**src/rtl/pipe_stage_regs_if.sv**
```systemverilog
// Bus between fetch/decode/hazard logic and the PC, IF/ID and ID/EX pipeline registers.
// The slave modport is the register set; the master modport is the surrounding core.
interface pipe_stage_regs_if #(
    parameter int XLEN   = 32,
    parameter int CTRL_W = 12
);
    logic                StallF;
    logic                StallD;
    logic                FlushD;
    logic                FlushE;
    logic [XLEN-1:0]     PCNextF;
    logic [31:0]         InstrF;
    logic [CTRL_W-1:0]   CtrlD;
    logic [14:0]         RegsD;
    logic [3*XLEN-1:0]   PayloadD;

    logic [XLEN-1:0]     PCF;
    logic [31:0]         InstrD;
    logic [XLEN-1:0]     PCD;
    logic                ValidD;
    logic [CTRL_W-1:0]   CtrlE;
    logic [14:0]         RegsE;
    logic [3*XLEN-1:0]   PayloadE;
    logic [XLEN-1:0]     PCE;
    logic                ValidE;

    modport slave (
        input  StallF, StallD, FlushD, FlushE, PCNextF, InstrF, CtrlD, RegsD, PayloadD,
        output PCF, InstrD, PCD, ValidD, CtrlE, RegsE, PayloadE, PCE, ValidE
    );

    modport master (
        output StallF, StallD, FlushD, FlushE, PCNextF, InstrF, CtrlD, RegsD, PayloadD,
        input  PCF, InstrD, PCD, ValidD, CtrlE, RegsE, PayloadE, PCE, ValidE
    );
endinterface

```
**src/rtl/pipe_stage_regs.sv**
```systemverilog
// PC, IF/ID and ID/EX pipeline registers of the RV32I front end, with stall hold and flush bubbles.
// Define STAGE_PERF_EN to add the saturating StallCnt/FlushCnt performance counters.
module pipe_stage_regs #(
    parameter int              XLEN      = 32,
    parameter int              CTRL_W    = 12,
    parameter logic [XLEN-1:0] RESET_PC  = '0,
    parameter logic [31:0]     NOP_INSTR = 32'h0000_0013,
    parameter int              CNT_W     = 16
) (
    input  logic                 clk,
    input  logic                 rst_n,
    pipe_stage_regs_if.slave     bus
`ifdef STAGE_PERF_EN
    ,
    output logic [CNT_W-1:0]     StallCnt,
    output logic [CNT_W-1:0]     FlushCnt
`endif
);

    logic [XLEN-1:0]     pc_f;
    logic [31:0]         instr_d;
    logic [XLEN-1:0]     pc_d;
    logic                valid_d;
    logic [CTRL_W-1:0]   ctrl_e;
    logic [14:0]         regs_e;
    logic [3*XLEN-1:0]   payload_e;
    logic [XLEN-1:0]     pc_e;
    logic                valid_e;

    always_ff @(posedge clk or negedge rst_n) begin
        if (!rst_n) begin
            pc_f <= RESET_PC;
        end else if (!bus.StallF) begin
            pc_f <= bus.PCNextF;
        end
    end

    // Flush outranks stall: a taken branch during a load-use stall must still kill the fetched op.
    always_ff @(posedge clk or negedge rst_n) begin
        if (!rst_n) begin
            instr_d <= NOP_INSTR;
            pc_d    <= '0;
            valid_d <= 1'b0;
        end else if (bus.FlushD) begin
            instr_d <= NOP_INSTR;
            pc_d    <= '0;
            valid_d <= 1'b0;
        end else if (!bus.StallD) begin
            instr_d <= bus.InstrF;
            pc_d    <= pc_f;
            valid_d <= 1'b1;
        end
    end

    // ID/EX has no hold; a zeroed control word gives RegWrite=MemWrite=0 and Rd=x0.
    always_ff @(posedge clk or negedge rst_n) begin
        if (!rst_n) begin
            ctrl_e    <= '0;
            regs_e    <= '0;
            payload_e <= '0;
            pc_e      <= '0;
            valid_e   <= 1'b0;
        end else if (bus.FlushE) begin
            ctrl_e    <= '0;
            regs_e    <= '0;
            payload_e <= '0;
            pc_e      <= '0;
            valid_e   <= 1'b0;
        end else begin
            ctrl_e    <= bus.CtrlD;
            regs_e    <= bus.RegsD;
            payload_e <= bus.PayloadD;
            pc_e      <= pc_d;
            valid_e   <= valid_d;
        end
    end

`ifdef STAGE_PERF_EN
    always_ff @(posedge clk or negedge rst_n) begin
        if (!rst_n) begin
            StallCnt <= '0;
            FlushCnt <= '0;
        end else begin
            if (bus.StallD && (StallCnt != {CNT_W{1'b1}})) begin
                StallCnt <= StallCnt + CNT_W'(1);
            end
            if (bus.FlushE && (FlushCnt != {CNT_W{1'b1}})) begin
                FlushCnt <= FlushCnt + CNT_W'(1);
            end
        end
    end
`endif

    assign bus.PCF      = pc_f;
    assign bus.InstrD   = instr_d;
    assign bus.PCD      = pc_d;
    assign bus.ValidD   = valid_d;
    assign bus.CtrlE    = ctrl_e;
    assign bus.RegsE    = regs_e;
    assign bus.PayloadE = payload_e;
    assign bus.PCE      = pc_e;
    assign bus.ValidE   = valid_e;

endmodule
```
**src/flat_wrapper.sv**
```systemverilog
// flat-port wrapper written by rule: the top's interface ports become plain ports
module pipe_stage_regs_flat 
#(
    parameter int              XLEN      = 32,
    parameter int              CTRL_W    = 12,
    parameter logic [XLEN-1:0] RESET_PC  = '0,
    parameter logic [31:0]     NOP_INSTR = 32'h0000_0013,
    parameter int              CNT_W     = 16
)
  (clk, rst_n, bus_StallF, bus_StallD, bus_FlushD, bus_FlushE, bus_PCNextF, bus_InstrF, bus_CtrlD, bus_RegsD, bus_PayloadD, bus_PCF, bus_InstrD, bus_PCD, bus_ValidD, bus_CtrlE, bus_RegsE, bus_PayloadE, bus_PCE, bus_ValidE);
  pipe_stage_regs_if #(.XLEN(XLEN), .CTRL_W(CTRL_W)) bus_i ();
  input  logic clk;
  input  logic rst_n;
  input wire logic [$bits(bus_i.StallF)-1:0] bus_StallF;
  input wire logic [$bits(bus_i.StallD)-1:0] bus_StallD;
  input wire logic [$bits(bus_i.FlushD)-1:0] bus_FlushD;
  input wire logic [$bits(bus_i.FlushE)-1:0] bus_FlushE;
  input wire logic [$bits(bus_i.PCNextF)-1:0] bus_PCNextF;
  input wire logic [$bits(bus_i.InstrF)-1:0] bus_InstrF;
  input wire logic [$bits(bus_i.CtrlD)-1:0] bus_CtrlD;
  input wire logic [$bits(bus_i.RegsD)-1:0] bus_RegsD;
  input wire logic [$bits(bus_i.PayloadD)-1:0] bus_PayloadD;
  output wire logic [$bits(bus_i.PCF)-1:0] bus_PCF;
  output wire logic [$bits(bus_i.InstrD)-1:0] bus_InstrD;
  output wire logic [$bits(bus_i.PCD)-1:0] bus_PCD;
  output wire logic [$bits(bus_i.ValidD)-1:0] bus_ValidD;
  output wire logic [$bits(bus_i.CtrlE)-1:0] bus_CtrlE;
  output wire logic [$bits(bus_i.RegsE)-1:0] bus_RegsE;
  output wire logic [$bits(bus_i.PayloadE)-1:0] bus_PayloadE;
  output wire logic [$bits(bus_i.PCE)-1:0] bus_PCE;
  output wire logic [$bits(bus_i.ValidE)-1:0] bus_ValidE;
  assign bus_i.StallF = bus_StallF;
  assign bus_i.StallD = bus_StallD;
  assign bus_i.FlushD = bus_FlushD;
  assign bus_i.FlushE = bus_FlushE;
  assign bus_i.PCNextF = bus_PCNextF;
  assign bus_i.InstrF = bus_InstrF;
  assign bus_i.CtrlD = bus_CtrlD;
  assign bus_i.RegsD = bus_RegsD;
  assign bus_i.PayloadD = bus_PayloadD;
  assign bus_PCF = bus_i.PCF;
  assign bus_InstrD = bus_i.InstrD;
  assign bus_PCD = bus_i.PCD;
  assign bus_ValidD = bus_i.ValidD;
  assign bus_CtrlE = bus_i.CtrlE;
  assign bus_RegsE = bus_i.RegsE;
  assign bus_PayloadE = bus_i.PayloadE;
  assign bus_PCE = bus_i.PCE;
  assign bus_ValidE = bus_i.ValidE;
  pipe_stage_regs #(.XLEN(XLEN), .CTRL_W(CTRL_W), .RESET_PC(RESET_PC), .NOP_INSTR(NOP_INSTR), .CNT_W(CNT_W)) u_core (.clk(clk), .rst_n(rst_n), .bus(bus_i));
endmodule
```
**config.mk**
```make
export PLATFORM = sky130hd
export DESIGN_NAME = pipe_stage_regs_flat
export DESIGN_NICKNAME = d
export VERILOG_FILES = /design/src/rtl/pipe_stage_regs_if.sv /design/src/rtl/pipe_stage_regs.sv /design/src/flat_wrapper.sv
export SDC_FILE = /design/constraint.sdc
export NUM_CORES = 1
export LEC_CHECK = 0
export ABC_AREA = 1
export CAP_MARGIN = 25
export CORE_AREA = 2 2 171 173
export CTS_CLUSTER_SIZE = 28
export DETAILED_ROUTE_END_ITERATION = 7
export DIE_AREA = 0 0 173 175
export HOLD_SLACK_MARGIN = 0.12
export MAX_ROUTING_LAYER = met4
export PLACE_DENSITY = 0.65
export SYNTH_ARGS = -nofsm -noshare
export SYNTH_HDL_FRONTEND = slang
export SYNTH_SLANG_ARGS = --single-unit
```
**constraint.sdc**
```tcl
create_clock -name clk -period 1.1 [get_ports clk]
set_input_delay 0.11 -clock clk [delete_from_list [all_inputs] [get_ports clk]]
set_output_delay 0.11 -clock clk [all_outputs]
set_load 0.01 [all_outputs]
```
# Yosys cells after proc, flatten, opt, wreduce, memory -nomap -nowiden
# Index checks and enable logic that the tools add are counted.
[word_totals]
out_inout_bits = 253
inputBits = 193
word_cells = 21
regBits = 253
[classes]
n_mux = 11
n_eq_ne = 1
[ops]
columns = ["cell", "count"]
rows = [
  ["32-bit two-way mux", 5],
  ["96-bit two-way mux", 1],
  ["15-bit two-way mux", 1],
  ["12-bit two-way mux", 1],
  ["1-bit two-way mux", 3],
  ["2-bit by 1-bit != test with 1-bit output, second input constant", 1],
]

# Logic depth before layout (Yosys ltp)
# Gate-level depths: netlist of run 1.
[logic_depth]
ltp_word = 2
mapped_depth = 5
ltp_nobuf = 4

# Least setup slack after synthesis of run 1
# No wires, ideal clock.
[synth_path]
path_kind = "reg-to-reg"
start = "register u_core.bus.InstrD[0] (netlist name)"
end = "register u_core.instr_d[0] (netlist: u_core.bus.InstrD[0])"
arrival_ns = 0.699
period_less_slack_ns = 0.760
path_slack_ns = 0.340
setup_time_ns = 0.061
path_buffers = 0
t_required_ns = 1.039
path_stages_with_launch = 5
path_cell_list = "dfstp_2 > inv_1 > nand2_1 > nand2_1 > nand2_1"
[synth_lines]
columns = ["item", "line", "rtl"]
rows = [
  ["end signal: assignment", "pipe_stage_regs.sv:49", "instr_d <= bus.InstrF;"],
  ["end: declaration", "pipe_stage_regs.sv:21", "logic [31:0] instr_d;"],
]

# Worst setup path in the final report of run 1
[layout_path]
start = "register u_core.instr_d[4] (netlist: u_core.bus.InstrD[4])"
end = "output bus_InstrD[4]"
[layout_lines]
columns = ["item", "line", "rtl"]
rows = [
  ["end: declaration", "flat_wrapper.sv:24", "output wire logic [$bits(bus_i.InstrD)-1:0] bus_InstrD;"],
]
# No word-level cell between the ends.

==> results of run 1 <==
cells in the final DEF (no fill, tap or decap), types with 3 or more instances in the layout:
cell type,count
o21ai_0,32
buf_2,121
dfstp_2,3
clkbuf_16,29
clkdlybuf4s50_1,188
nor2_1,156
bufinv_16,5
dfrtp_1,250
nand2_1,166
clkbuf_1,7
buf_4,122
inv_1,195
dlygate4sd3_1,162
buf_6,133
clkinv_2,3
clkbuf_8,5
nand3_1,61
buf_12,11
metal layers:
metal	track usage [%]	up-vias	share of wire (%)
li1	-	4072	-
met1	24.1	4096	38
met2	39.8	302	53
met3	4.09	63	5.5
met4	7.45	0	3.1
met5	-	-	0
cell type report:
class | count | area, um^2
inverters | 196 | 736
repair buffers | 738 | 6760
clock buffers | 41 | 821
multi-input cells | 417 | 1690
fillers | 2313 | 11400
well taps | 384 | 480
clock inverters | 10 | 181
flip-flops and latches | 253 | 6330
state kept, by name, indices dropped and copies added (netlist names):
name                 flops
u_core.bus.PayloadE     96
u_core.bus.PCE          32
u_core.bus.RegsE        15
u_core.bus.CtrlE        12
u_core.bus.PCD          32
u_core.bus.ValidE        1
u_core.bus.PCF          32
u_core.bus.InstrD       32
u_core.bus.ValidD        1
power by group through the flow:
stage | Sequential (mW) | Clock [mW] | Combinational (mW)
after floorplan | 10.5 | 0 | 0.618
after global placement | 10.2 | 0 | 3.29
after detailed placement | 10.2 | 0 | 3.33
after CTS | 10.1 | 10.3 | 3.77
after global routing | 10.2 | 10.7 | 4.21
final | 10.1 | 10.1 | 3.92
logic make-up after synthesis:
kind of cell,count (synthesis),synth area share [%]
buf+inv,239,10.6
simple gates,384,17.0
compound gates,33,1.84
flops,253,70.6
repair_timing:
item	4_1_cts	5_1_grt
gates resized for setup	1168	25
endpoints found under the hold margin	432	22
buffers inserted	41	26
endpoints found under the setup margin	253	253
per-stage QoR:
stage	cell area [um^2]	std cells
CTS	16700	2013
floorplan	8970	909
finish	17000	2039
global placement	14300	1759
global route	17000	2039
detailed placement	14300	1759
path summary, 6_finish.rpt:
path | startpoint | endpoint | slack, ns | cells past startpoint
worst min-delay path | rst_n | u_core.bus.PayloadE[16] | 0.08 | 2
worst max register to register | u_core.bus.PCD[0] | u_core.bus.PCD[0] | 0.09 | 5
worst max-delay path | u_core.bus.InstrD[4] | bus_InstrD[4] | -0.18 | 1
max in group asynchronous | rst_n | u_core.bus.PCF[12] | 0.44 | 3
worst min register to register | u_core.bus.PCF[16] | u_core.bus.PCD[16] | 0.51 | 2
min in group clk | bus_PCNextF[18] | u_core.bus.PCF[18] | 0.13 | 3
==> run summary, run 1 <==
first-pass GRT wire length - 50.8 mm
routed wire length - 33.3 mm
final hold slack - 0.0804 ns
Crit path required time - 0.99 ns
clk slew on worst S/H paths - 0.06 ns
Iteration-0 DRC Markers - 354
Die Wd - 173 um
Post-Route Utilization - 59.9%
Critical Path Source Type - flop
max incr delay on CP - 0.54 ns
slew margin rel. - 73.2%
Critical Path AT - 1.17 ns
Seq/Total Area, Yosys - 70.6%
Pwr Density - 1420 nW/um^2
Port Buffer Count - 445
Main synth FF type - dfrtp_1
Final Critical Period - 1.28 ns
Hold Path Class - in -> async
Detail Route Antenna Nets - 0
GRT Resource Usage Total - 21.9%
Post-synth top cells - dfrtp_1 (250), inv_1 (195), nand2_1 (166)
total power - 24.2 mW
Fin Setup TNS - -13.84 ns
share of post-route cells with drive strength above 1 - 26.4%
yosys warns - 0
Pre-antenna DRT Iters - 5
Cell Chain, Critical Path - buf_6
Worst-Margin Slew - 0.402 ns
Flop pwr share - 41.9%
Antenna Cells - 0
CP max stage cell - dfstp_2
sw frac - 23.8%
Net Count, Synth - 1102
gr ovfl total - 0
power share of the combinational group - 16.2%
hold_buf cts - 162
clock sinks - 253
largest area contributor in the netlist - dfrtp_1
violated checks - negative setup slack
Final WS setup - -0.181 ns
clk buf depth - 3
run status - complete, but fails checks
CP top delay family - flip-flops
die height - 175 um
Worst-Skew Late Latency - 0.54 ns
Sw Pwr - 5.75 mW
Area Overhead vs Synth - 89.6%
Final Max Tran Viols - 0
final hold vios - 0
H-tree Lvls - 1
Final setup viols - 253
Yosys cell types - 14
Mapped Cells - 909
Cell Int Power - 18.4 mW
I/O pin cnt - 446
syn avg cell area - 9.87 um^2
Vias/cell - 4.18
post-route clock skew - 0.0114 ns
vias - 8533
crit path max fanout - 2
crit path buf inv count - 1
Yosys top cell area share - 69.8%
count leader, synth - dfrtp_1
dpl ws - -0.186 ns
Placement Rows - 62
vias in the first global route - 9162
period utilization - 116%
CTS tree - built
layout net count - 1827
EDFF count, synth - 0
WL per Instance - 16.3 um
synthesis-stage register bit count - 253
DIE AREA - 30300 um^2
Worst setup EP type - output port
CTS Buf Count - 28
CTS Root Cell - clkbuf_16
FFs w/ async S/R, synth - 100%
DRC Markers - 0
worst vdd ir - 962 uV
RSZ-0062 raised after global routing - yes
Initial Util - 31.6%
gpl congestion - 0.848
initial antenna violation count - 0
largest net degree at the start of global routing - 65
Max Cap Violations - 0
post-DP HPWL - 21.9 mm
Clock Power Share - 41.9%
critical path class - reg -> out
Mapped Area - 8970 um^2
Leakage - 9.20 nW
Synth area leaders - dfrtp_1 (70%), inv_1 (8.2%), nand2_1 (6.9%)
max frequency - 781 MHz
Core Footprint - 28400 um^2
No activity file was read; power rests on OpenSTA's default activity.
==> run 2, diff against run 1 <==
--- a/config.mk
+++ b/config.mk
@@ -6,7 +6,7 @@
 export NUM_CORES = 1
 export LEC_CHECK = 0
 export ABC_AREA = 1
-export CAP_MARGIN = 25
+export CAP_MARGIN = 20
 export CORE_AREA = 2 2 171 173
 export CTS_CLUSTER_SIZE = 28
 export DETAILED_ROUTE_END_ITERATION = 7
==> results of run 2 <==
Same layout as run 1: the final DEF is identical, and so are final timing and power.
==> run 3, diff against run 2 <==
--- a/config.mk
+++ b/config.mk
@@ -13,7 +13,7 @@
 export DIE_AREA = 0 0 173 175
 export HOLD_SLACK_MARGIN = 0.12
 export MAX_ROUTING_LAYER = met4
-export PLACE_DENSITY = 0.65
+export PLACE_DENSITY = 0.74
 export SYNTH_ARGS = -nofsm -noshare
 export SYNTH_HDL_FRONTEND = slang
 export SYNTH_SLANG_ARGS = --single-unit
==> run 3 against run 2 <==
Net effect:
- the run still ends with negative setup slack left
- setup slack better by 0.0097 ns
- via count hardly changed
- cell area is 1.3% lower
- fmax is 0.77% higher
- critical path depth stayed put
- routed wire length is 0.31% lower
- sequential share of layout area is 0.47 points higher
- global-route usage is 0.19 points lower
- non-clock buffer count is 23 lower
- clock-buffer cell count is 1 lower
- utilization is 0.75 points lower
- sequential power hardly changed
- critical endpoint is now bus_InstrD[1]
- largest cell class unchanged
- highest routed layer unchanged
==> run summary, run 3 (synthesized netlist as in run 1, its figures left out) <==
DIE AREA - 30300 um^2 (unchanged)
Area Overhead vs Synth - 87.2%
Worst-Skew Late Latency - 0.53 ns (about the same)
Hold Path Class - in -> async
initial antenna violation count - 0 (unchanged)
clk slew on worst S/H paths - 0.07 ns (about the same)
Pwr Density - 1390 nW/um^2 (-1.9%)
GRT Resource Usage Total - 21.7% (-0.19 points)
period utilization - 116% (-0.88 points)
Iteration-0 DRC Markers - 477 (+35%)
die height - 175 um (unchanged)
Detail Route Antenna Nets - 0 (unchanged)
crit path max fanout - 2 (unchanged)
Max Cap Violations - 0 (unchanged)
clock sinks - 253 (unchanged)
I/O pin cnt - 446 (unchanged)
Post-Route Utilization - 59.1% (-0.75 points)
share of post-route cells with drive strength above 1 - 25.8% (-0.62 points)
Worst-Margin Slew - 0.330 ns (-0.0724 ns)
RSZ-0062 raised after global routing - yes
Antenna Cells - 0 (unchanged)
post-DP HPWL - 21.7 mm (-1.2%)
Reg area - 6330 um^2 (unchanged)
violated checks - negative setup slack
gpl congestion - 0.911 (+7.5%)
gr ovfl total - 0 (unchanged)
Pre-antenna DRT Iters - 7 (+2)
post-route clock skew - 0.0103 ns (-0.00109 ns)
worst vdd ir - 1210 uV (+26%)
Leakage - 9.07 nW (-1.4%)
CP max stage cell - dfstp_2
most common cell after layout, fill and taps aside - dfrtp_1
run status - complete, but fails checks
final hold slack - 0.0230 ns (-0.0574 ns)
total power - 23.4 mW (-3.1%)
multi-input logic area - 1690 um^2 (unchanged)
max reg flops - 96 (unchanged)
clk buf depth - 3 (unchanged)
Initial Util - 31.6% (unchanged)
FILL cells - 2261 (-2.2%)
CP top delay family - flip-flops
vias in the first global route - 8992 (-1.9%)
Vias/cell - 4.24 (+1.3%)
Critical Path AT - 1.16 ns (about the same)
Final Max Tran Viols - 0 (unchanged)
# placed instances - 1747 (-0.68%)
max frequency - 786 MHz (+0.77%)
CTS Root Cell - clkbuf_16
first-pass GRT wire length - 50.2 mm (-1.2%)
Non-Filler Instances - 2013 (-1.3%)
Critical Path Source Type - flop
Crit path required time - 0.99 ns (about the same)
slew margin rel. - 78.0% (+4.8 points)
WL per Instance - 16.5 um (+0.98%)
largest net degree at the start of global routing - 67 (+3.1%)
DP Area - 14300 um^2 (-0.30%)
Final Cell Area - 16800 um^2 (-1.3%)
Worst setup EP type - output port
hold_buf cts - 154 (-4.9%)
CTS Buf Count - 27 (-3.6%)
CTS tree - built
DRC Markers - 0 (unchanged)
Placement Rows - 62 (unchanged)
critical path class - reg -> out
H-tree Lvls - 1 (unchanged)
final hold vios - 0 (unchanged)
Final WS setup - -0.171 ns (+0.00973 ns)
vias - 8534 (+0.012%)
Final Critical Period - 1.27 ns (-0.00973 ns)
Cell Chain, Critical Path - buf_6
routed wire length - 33.2 mm (-0.31%)
Port Buffer Count - 445 (unchanged)
max incr delay on CP - 0.54 ns (about the same)
commonest cells after routing, fill and taps aside - dfrtp_1 (250), inv_1 (195), clkdlybuf4s50_1 (188), nand2_1 (166), nor2_1 (156)
crit path buf inv count - 1 (unchanged)
layout net count - 1803 (-1.3%)
Final setup viols - 253 (unchanged)
Core Footprint - 28400 um^2 (unchanged)
Die Wd - 173 um (unchanged)
run 3: layout make-up:
type | count | share of cell area [%]
Clock buffer | 40 | 4.73
Clock inverter | 8 | 0.723
Inverter | 196 | 4.38
Multi-Input combinational cell | 417 | 10.1
Sequential cell | 253 | 37.7
Tap cell | 384 | 2.86
Timing Repair Buffer | 715 | 39.5
run 3: power breakdown:
group / switching, mW / leakage [nW] / internal (mW) / total (mW)
logic: 1.68 / 5.33 / 2.22 / 3.90
clock network: 3.72 / 0.449 / 5.67 / 9.40
registers: 0.278 / 3.29 / 9.83 / 10.1
total: 5.68 / 9.07 / 17.7 / 23.4
run 3: timing repair:
item,4_1_cts,5_1_grt
setup endpoints to repair,253,254
setup buffers,45,19
hold endpoints to repair,493,11
gates resized for setup,1154,33
run 3: metrics by stage:
stage                     setup WS (ns)  setup TNS, ns
after floorplan                   0.340              0
after global placement           -0.157          -8.47
after detailed placement         -0.201         -10.52
after CTS                        -0.206         -18.64
after global routing             -0.219         -23.43
final                            -0.171         -12.44
run 3: path summary, 6_finish.rpt:
| kind | from | end | slack, ns | cells past startpoint |
|---|---|---|---|---|
| min | rst_n | u_core.bus.InstrD[22] | 0.02 | 2 |
| min reg2reg | u_core.bus.InstrD[11] | u_core.bus.InstrD[11] | 0.51 | 2 |
| max reg2reg | u_core.bus.PCF[24] | u_core.bus.PCF[24] | 0.20 | 4 |
| max in group asynchronous | rst_n | u_core.bus.PCD[1] | 0.47 | 3 |
| min in group clk | bus_PCNextF[25] | u_core.bus.PCF[25] | 0.14 | 3 |
| max | u_core.bus.InstrD[1] | bus_InstrD[1] | -0.17 | 1 |
run 3: routing by layer:
layer,part of all wire [%],vias up,global-route usage (%)
li1,-,4032,-
met1,38,4077,24.4
met2,52,332,38.0
met3,6.0,93,4.55
met4,4.0,0,8.26
met5,0,-,-
